==> src/rtl/adc128s022_scanner.sv <==
// rtl/adc128s022_scanner.sv - round-robin SPI scan controller for the ADC128S022
//
// Walks the channels enabled in ch_mask, one 16-bit SPI frame per channel,
// and publishes each conversion as a one-cycle strobe tagged with its channel.
// The ADC returns the channel addressed in the previous frame, so the first
// frame after leaving IDLE only primes the pipeline and reports nothing.
//
// Ports:
//   CLOCK_50      system clock, all logic on its rising edge
//   RESET_N       asynchronous active-low reset
//   run           1 = scan continuously, 0 = stop after the current frame
//   ch_mask       channel enable, bit n = channel IN<n>
//   busy          high while a frame or the inter-frame gap is in progress
//   result_valid  one-cycle strobe qualifying result_ch/result_data
//   result_ch     channel of the result
//   result_data   12-bit unsigned conversion value
//   ADC_SCLK      SPI clock, idles high
//   ADC_SADDR     SPI data to the ADC (DIN)
//   ADC_CS_N      chip select, active low
//   ADC_SDAT      SPI data from the ADC (DOUT)
//
// Optional feature: define ADC_AVG_EN to report the mean of every four
// samples per channel instead of each raw sample.

module adc128s022_scanner #(
  parameter int CLK_DIV = 8,
  parameter int CS_GAP  = 16
) (
  input  logic        CLOCK_50,
  input  logic        RESET_N,
  input  logic        run,
  input  logic [7:0]  ch_mask,
  output logic        busy,
  output logic        result_valid,
  output logic [2:0]  result_ch,
  output logic [11:0] result_data,
  output logic        ADC_SCLK,
  output logic        ADC_SADDR,
  output logic        ADC_CS_N,
  input  logic        ADC_SDAT
);

  localparam int CNT_MAX = (CLK_DIV > CS_GAP) ? CLK_DIV : CS_GAP;
  localparam int CW      = $clog2(CNT_MAX + 1);

  typedef enum logic [2:0] {S_IDLE, S_SETUP, S_SHIFT, S_HOLD, S_GAP} state_t;

  state_t        state, state_nx;
  logic [CW-1:0] cnt;
  logic          sclk_hi;
  logic [3:0]    bit_cnt;
  logic [2:0]    cur_ch;
  logic [2:0]    prev_ch;
  logic          prime;
  logic [11:0]   shift_reg;
  logic [2:0]    low_ch, next_ch, cand;
  logic [15:0]   addr_word;
  logic          last_div, last_gap, go, restart;

  assign go        = run && (ch_mask != 8'h00);
  assign last_div  = (cnt == CW'(CLK_DIV - 1));
  assign last_gap  = (cnt == CW'(CS_GAP - 1));
  assign addr_word = {2'b00, cur_ch, 11'b0};

  // Lowest enabled channel, and the first enabled channel above cur_ch with
  // wrap. Scanning offsets downward leaves the smallest matching offset; an
  // offset of 8 wraps to cur_ch itself so a lone channel repeats.
  always_comb begin
    low_ch  = 3'd0;
    next_ch = cur_ch;
    cand    = cur_ch;
    for (int i = 7; i >= 0; i--)
      if (ch_mask[i]) low_ch = 3'(i);
    for (int i = 8; i >= 1; i--) begin
      cand = cur_ch + 3'(i);
      if (ch_mask[cand]) next_ch = cand;
    end
  end

  always_ff @(posedge CLOCK_50 or negedge RESET_N) begin
    if (!RESET_N) state <= S_IDLE;
    else          state <= state_nx;
  end

  always_comb begin
    state_nx  = state;
    busy      = 1'b1;
    ADC_CS_N  = 1'b1;
    ADC_SCLK  = 1'b1;
    ADC_SADDR = 1'b0;
    case (state)
      S_IDLE: begin
        busy = 1'b0;
        if (go) state_nx = S_SETUP;
      end
      S_SETUP: begin
        ADC_CS_N = 1'b0;
        if (last_div) state_nx = S_SHIFT;
      end
      S_SHIFT: begin
        ADC_CS_N  = 1'b0;
        ADC_SCLK  = sclk_hi;
        ADC_SADDR = addr_word[bit_cnt];
        if (last_div && sclk_hi && bit_cnt == 4'd0) state_nx = S_HOLD;
      end
      S_HOLD: begin
        ADC_CS_N = 1'b0;
        if (last_div) state_nx = S_GAP;
      end
      S_GAP: begin
        if (last_gap) state_nx = go ? S_SETUP : S_IDLE;
      end
      default: state_nx = S_IDLE;
    endcase
  end

  // The phase counter restarts on every state change and on every SCLK
  // half-period boundary inside SHIFT.
  assign restart = (state != state_nx) || (state == S_SHIFT && last_div);

`ifdef ADC_AVG_EN
  logic [13:0] acc [8];
  logic [1:0]  acc_cnt [8];
  logic [13:0] acc_sum;
  assign acc_sum = acc[prev_ch] + {2'b00, shift_reg};
`endif

  always_ff @(posedge CLOCK_50 or negedge RESET_N) begin
    if (!RESET_N) begin
      cnt          <= '0;
      sclk_hi      <= 1'b1;
      bit_cnt      <= 4'd15;
      cur_ch       <= 3'd0;
      prev_ch      <= 3'd0;
      prime        <= 1'b0;
      shift_reg    <= 12'd0;
      result_valid <= 1'b0;
      result_ch    <= 3'd0;
      result_data  <= 12'd0;
`ifdef ADC_AVG_EN
      for (int i = 0; i < 8; i++) begin
        acc[i]     <= 14'd0;
        acc_cnt[i] <= 2'd0;
      end
`endif
    end else begin
      cnt          <= (state == S_IDLE || restart) ? '0 : cnt + 1'b1;
      result_valid <= 1'b0;
      case (state)
        S_IDLE: begin
          if (go) begin
            cur_ch <= low_ch;
            prime  <= 1'b0;
`ifdef ADC_AVG_EN
            for (int i = 0; i < 8; i++) begin
              acc[i]     <= 14'd0;
              acc_cnt[i] <= 2'd0;
            end
`endif
          end
        end
        S_SETUP: begin
          if (last_div) begin
            sclk_hi <= 1'b0;
            bit_cnt <= 4'd15;
          end
        end
        S_SHIFT: begin
          if (last_div) begin
            if (!sclk_hi) begin
              // Last clock before the SCLK rising edge: capture DOUT.
              sclk_hi   <= 1'b1;
              shift_reg <= {shift_reg[10:0], ADC_SDAT};
            end else begin
              sclk_hi <= 1'b0;
              bit_cnt <= bit_cnt - 4'd1;
            end
          end
        end
        S_HOLD: begin
          if (last_div) begin
            // This data belongs to the channel addressed one frame earlier.
            prime   <= 1'b1;
            prev_ch <= cur_ch;
            if (prime) begin
`ifdef ADC_AVG_EN
              if (acc_cnt[prev_ch] == 2'd3) begin
                result_valid     <= 1'b1;
                result_ch        <= prev_ch;
                result_data      <= acc_sum[13:2];
                acc[prev_ch]     <= 14'd0;
                acc_cnt[prev_ch] <= 2'd0;
              end else begin
                acc[prev_ch]     <= acc_sum;
                acc_cnt[prev_ch] <= acc_cnt[prev_ch] + 2'd1;
              end
`else
              result_valid <= 1'b1;
              result_ch    <= prev_ch;
              result_data  <= shift_reg;
`endif
            end
          end
        end
        S_GAP: begin
          if (last_gap) cur_ch <= next_ch;
        end
        default: ;
      endcase
    end
  end

endmodule

==> config.mk <==
export PLATFORM = sky130hd
export DESIGN_NAME = adc128s022_scanner
export DESIGN_NICKNAME = d
export VERILOG_FILES = /design/src/rtl/adc128s022_scanner.sv
export SDC_FILE = /design/constraint.sdc
export NUM_CORES = 1
export LEC_CHECK = 0
export CAP_MARGIN = 25
export CORE_MARGIN = 1
export CORE_UTILIZATION = 30
export DETAILED_ROUTE_END_ITERATION = 12
export HOLD_SLACK_MARGIN = 0.06
export PLACE_DENSITY_LB_ADDON = 0.12
export SLEW_MARGIN = 25
export SYNTH_ARGS = -nofsm -noshare
export SYNTH_HDL_FRONTEND = slang
export SYNTH_SLANG_ARGS = --single-unit
==> constraint.sdc <==
create_clock -name CLOCK_50 -period 4.4 [get_ports CLOCK_50]
set_input_delay 0.88 -clock CLOCK_50 [delete_from_list [all_inputs] [get_ports CLOCK_50]]
set_output_delay 0.88 -clock CLOCK_50 [all_outputs]
set_load 0.02 [all_outputs]
==> results of run 1 <==
==> Yosys cell counts (4+ instances only) <==
cell     instances
dfrtp_1         43
mux2_2          24
nor2_1          23
nand2_1         22
a21oi_1         18
inv_1           13
o21ai_0         12
mux2_1           9
mux4_2           9
ha_1             6
nand3_1          6
nor3_1           6
buf_2            5
dfstp_2          5
xor2_1           5
nand4_1          4
==> per-layer routing <==
metal	routed length, um	GRT usage (%)	up-vias
met5	0	0	-
met3	149	2.06	7
met4	60	3.39	0
met2	2950	21.7	23
li1	-	-	1049
met1	3140	19.6	1079
==> power by group <==
group	internal (mW)	switching, mW	total [mW]
registers	0.442	0.00105	0.443
logic	0.0252	0.0331	0.0583
clock network	0.186	0.153	0.339
total	0.654	0.187	0.841
==> cell type report <==
| class | instances | area, um2 |
|---|---|---|
| timing repair buffer | 35 | 335 |
| sequential | 48 | 1210 |
| multi-input combinational | 197 | 1520 |
| clock inverter | 2 | 38.8 |
| tap | 111 | 139 |
| clock buffer | 6 | 82.6 |
| inverter | 14 | 52.6 |
| fill | 928 | 5820 |
==> per-stage QoR <==
step                      area, um2  std cells  hold slack (ns)
after global routing           3370        413            0.402
after CTS                      3370        413            0.408
after detailed placement       3250        405            0.455
after floorplan                2830        269            0.433
after global placement         3250        405            0.453
final                          3370        413            0.410
==> worst paths after layout <==
kind,start,end,slack [ns],cells after the start
worst max-delay path,state[2],ADC_SADDR,1.18,5
worst min-delay path,RESET_N,result_data[11],0.41,1
worst max register to register,cur_ch[0],cur_ch[0],1.22,9
worst min register to register,cnt[0],cnt[0],0.46,1
max in group asynchronous,RESET_N,bit_cnt[3],3.21,2
min in group CLOCK_50,cnt[0],cnt[0],0.46,1
==> logic make-up after synthesis <==
| logic type | share of synthesized area, % |
|---|---|
| AO/OA/AOI/OAI | 13.5 |
| XOR/XNOR | 2.48 |
| adder cells (fa/ha/maj) | 2.66 |
| buffers and inverters | 3.67 |
| flip-flops | 42.7 |
| multiplexers | 21.6 |
| AND/OR/NAND/NOR | 13.4 |
==> results.toml, run 1 <==
[yosys]
yosys.area.top_type = "dfrtp_1"
ys_seq_elements = 48
synth_ff_type = "dfrtp_1"
syn_avg_cell_area_um2 = 10.5
synth_area_leaders = "dfrtp_1, mux2_2, mux4_2"
async_flop_share_pct = 100
syn_nets = 287
ys_seq_area_share_pct = 42.7
synth_area_um2 = 2830
synthCells = 269
yosysWarnings = 0
synth_top_cell_area_share_pct = 38.1
yosysUniqueCellTypes = 52
synth-edff-count = 0

[detailed_routing]
wl_um = 6300
drt_iter0_markers = 87
dr_total_vias = 2158
detail-route-antenna-nets = 0
vias_per_cell = 5.23
firstDrtPassIters = 5
drc = 0
wl_per_cell_um = 15.3

[clock_tree]
cts_buffers = 5
post_cts_buffers = 0
max-clock-path-buffers = 2
cts-hold-fix-buffers = 0
clk_pin_slew_ns = 0.09
cts_htree_levels = 2
cts_tree = "done"
cts_resized = 0
cts_root_buf = "clkbuf_8"
insertion_delay_ns = 0.30
cts.sinks = 48

[outcome]
status = "finished clean"

[floorplan]
rows = 35
dieArea_um2 = 9810
core_area_um2 = 9200
io_pins = 32
initial_utilization_pct = 30.7
die_x_um = 99.1
dieHeight_um = 99.1

[global_route]
gr-usage-all-layers_pct = 13.7
antenna_found_initial = 0
grt_pass1_vias = 2097
grt_max_degree = 42
grt_first_pass_wirelength_um = 10800
grt-ovfl-total = 0

[timing]
final.min_clock_period_ns = 3.22
fin_setup_tns_ns = 0
setup_ws_ns = 1.18
fmax_mhz = 311
skew_ns = 0.00476
period_share_pct = 73.2
slew_headroom_pct = 51.6
setup_viol = 0
worst_pin_slew_ns = 0.724
final_max_slew_viol_count = 0
rsz0062_at_grt = "no"
hold_viol_final = 0

[final_layout]
final_cell_mix = "dfrtp_1, clkdlybuf4s50_1, mux2_2"
layout_commonest_cell = "dfrtp_1"
drive_gt1_share_pct = 18.9
areaGrowthSynthToFinish_pct = 19.3
fin_util_pct = 36.7
antenna_cells = 0
final_nets = 319

[setup_path]
worst_setup_path_start_kind = "flop"
cpLargestDelayFamily = "buffers and inverters"
path_buf_inv = 2
crit_type = "reg2out"
worstPathCellList = "inv_1 -> nand2_1 -> nor2_1 -> nor4b_1 -> clkdlybuf4s50_1"
cp_slowest_stage_delay_ns = 0.66
required_ns = 3.52
worstSetupEndpointType = "primary output"
worstPathArrival_ns = 2.34
worstPathMaxFanout = 7
cp_slowest_cell = "clkdlybuf4s50_1"

[power_and_ir_drop]
vdd_drop_max_uv = 214
power-per-cell-area_nw_per_um2 = 249
power.total_mw = 0.841
p_leak_nw = 1.46

[hold_path]
hold_path.class = "in2async"

[job]
cap_violations = 0

[placement]
dp_hpwl_um = 4540
place_ws_ns = 1.05
place_congestion = 0.824
numPortBuffers = 31
Note: power is estimated with default switching activity, not from simulation.
==> run 2, diff against run 1 <==
Clock period 4.4 ns to 2.91 ns, I/O delays scaled along.
==> run 2 against run 1 <==
Compared with the run above: count of clock-buffer cells in the layout unchanged; total power up 42%; clock power is 25% higher.
==> results.toml, run 2 (synthesis results as in run 1) <==
[outcome]
status = "finished clean"

[setup_path]
worst_setup_path_start_kind = "flop"
worstPathArrival_ns = 2.10
worstPathMaxFanout = 7
crit_type = "reg2out"
worstSetupEndpointType = "primary output"
r2r_setup_slack_ns = 0.26
required_ns = 2.33

[detailed_routing]
wl_um = 6430
dr_total_vias = 2190
detail-route-antenna-nets = 0
drc = 0
vias_per_cell = 5.06
drt_iter0_markers = 91
wl_per_cell_um = 14.8
firstDrtPassIters = 4

[clock_tree]
cts.sinks = 48
clk_pin_slew_ns = 0.09
cts_htree_levels = 2
cts_root_buf = "clkbuf_8"
cts_tree = "done"
max-clock-path-buffers = 2
cts_buffers = 5
post_cts_buffers = 0
insertion_delay_ns = 0.30

[floorplan]
rows = 35
initial_utilization_pct = 30.7
dieHeight_um = 99.1
die_x_um = 99.1
io_pins = 32
dieArea_um2 = 9810
core_area_um2 = 9200

[timing]
skew_ns = 0.00415
worst_pin_slew_ns = 0.726
rsz0062_at_grt = "no"
final.min_clock_period_ns = 2.68
fmax_mhz = 373
setup_viol = 0
hold_viol_final = 0
slew_headroom_pct = 51.5
final_max_slew_viol_count = 0
period_share_pct = 92.1

[power_and_ir_drop]
power-per-cell-area_nw_per_um2 = 341
power.total_mw = 1.20
p_leak_nw = 1.54
vdd_drop_max_uv = 236

[global_route]
grt_pass1_vias = 2136
gr-usage-all-layers_pct = 14.3
grt_first_pass_wirelength_um = 11200
antenna_found_initial = 0
grt-ovfl-total = 0
grt_max_degree = 35

[placement]
place_congestion = 0.852
numPortBuffers = 31
dp_hpwl_um = 4710
place_area_um2 = 3400

[final_layout]
multi_input_area_um2 = 1520
n_fill_cell = 916
final_area_um2 = 3500
regArea_um2 = 1210
final_nets = 339
fin_util_pct = 38.1
final_cell_mix = "dfrtp_1, clkdlybuf4s50_1, mux2_2, buf_4, nor2_1"
drive_gt1_share_pct = 23.9
layout_commonest_cell = "dfrtp_1"
areaGrowthSynthToFinish_pct = 23.9
antenna_cells = 0

[hold_path]
hold_path.class = "in2async"

[job]
cap_violations = 0
## run 2: changes by cell type in the layout (fill, tap and decap cells not counted), sizes merged
cell	before	now
buf	5	25
clkinvlp	0	2
bufinv	1	0
clkinv	1	0
## run 2: final timing paths
check,from,endpoint,depth (start not counted)
worst max-delay path,state[2],ADC_SADDR,5
worst min-delay path,RESET_N,result_data[10],1
worst max register to register,cur_ch[0],cur_ch[0],8
worst min register to register,cnt[0],cnt[0],1
max in group asynchronous,RESET_N,bit_cnt[1],2
min in group CLOCK_50,cnt[0],cnt[0],1
## run 2: report_power, final
group | switching [mW] | leakage, nW | total (mW) | internal, mW
Clock | 0.231 | 0.0434 | 0.424 | 0.193
Sequential | 0.00148 | 0.627 | 0.670 | 0.669
Combinational | 0.0532 | 0.870 | 0.102 | 0.0490
Total | 0.285 | 1.54 | 1.20 | 0.911
## run 2: final cells by class
cell class                      instances  area share, %
Inverter                               14           1.50
Tap cell                              111           3.96
Sequential cell                        48           34.5
Clock inverter                          2          0.429
Clock buffer                            6           2.36
Timing Repair Buffer                   55           13.9
Multi-Input combinational cell        197           43.4
## run 2: worst max-delay path, cell delays in order, from the launching register on
cell and delay [ns]:
dfrtp_1 0.46, inv_1 0.17, nand2_1 0.13, nor2_1 0.15, nor4b_2 0.25, clkdlybuf4s50_1 0.65
## run 2: metal layers
metal / track usage [%] / routed length, um / vias up
met5: 0 / 0 / -
met4: 4.30 / 106 / 0
met3: 2.48 / 275 / 11
met2: 21.0 / 2850 / 45
met1: 21.5 / 3190 / 1047
li1: - / - / 1087
## run 2: timing repair
action	in CTS	in global routing
setup endpoints to repair	0	1
hold buffers	0	0
resized for setup	0	1
## run 2: per-stage QoR
stage / hold slack [ns] / instances / worst slack, ns / TNS, ns
after CTS: 0.175 / 433 / 0.0997 / 0
after global placement: 0.458 / 425 / 0.0196 / 0
after detailed placement: 0.458 / 425 / -0.0218 / -0.0218
final: 0.168 / 433 / 0.228 / 0
after floorplan: 0.286 / 269 / 0.0251 / 0
after global routing: 0.178 / 433 / 0.0752 / 0
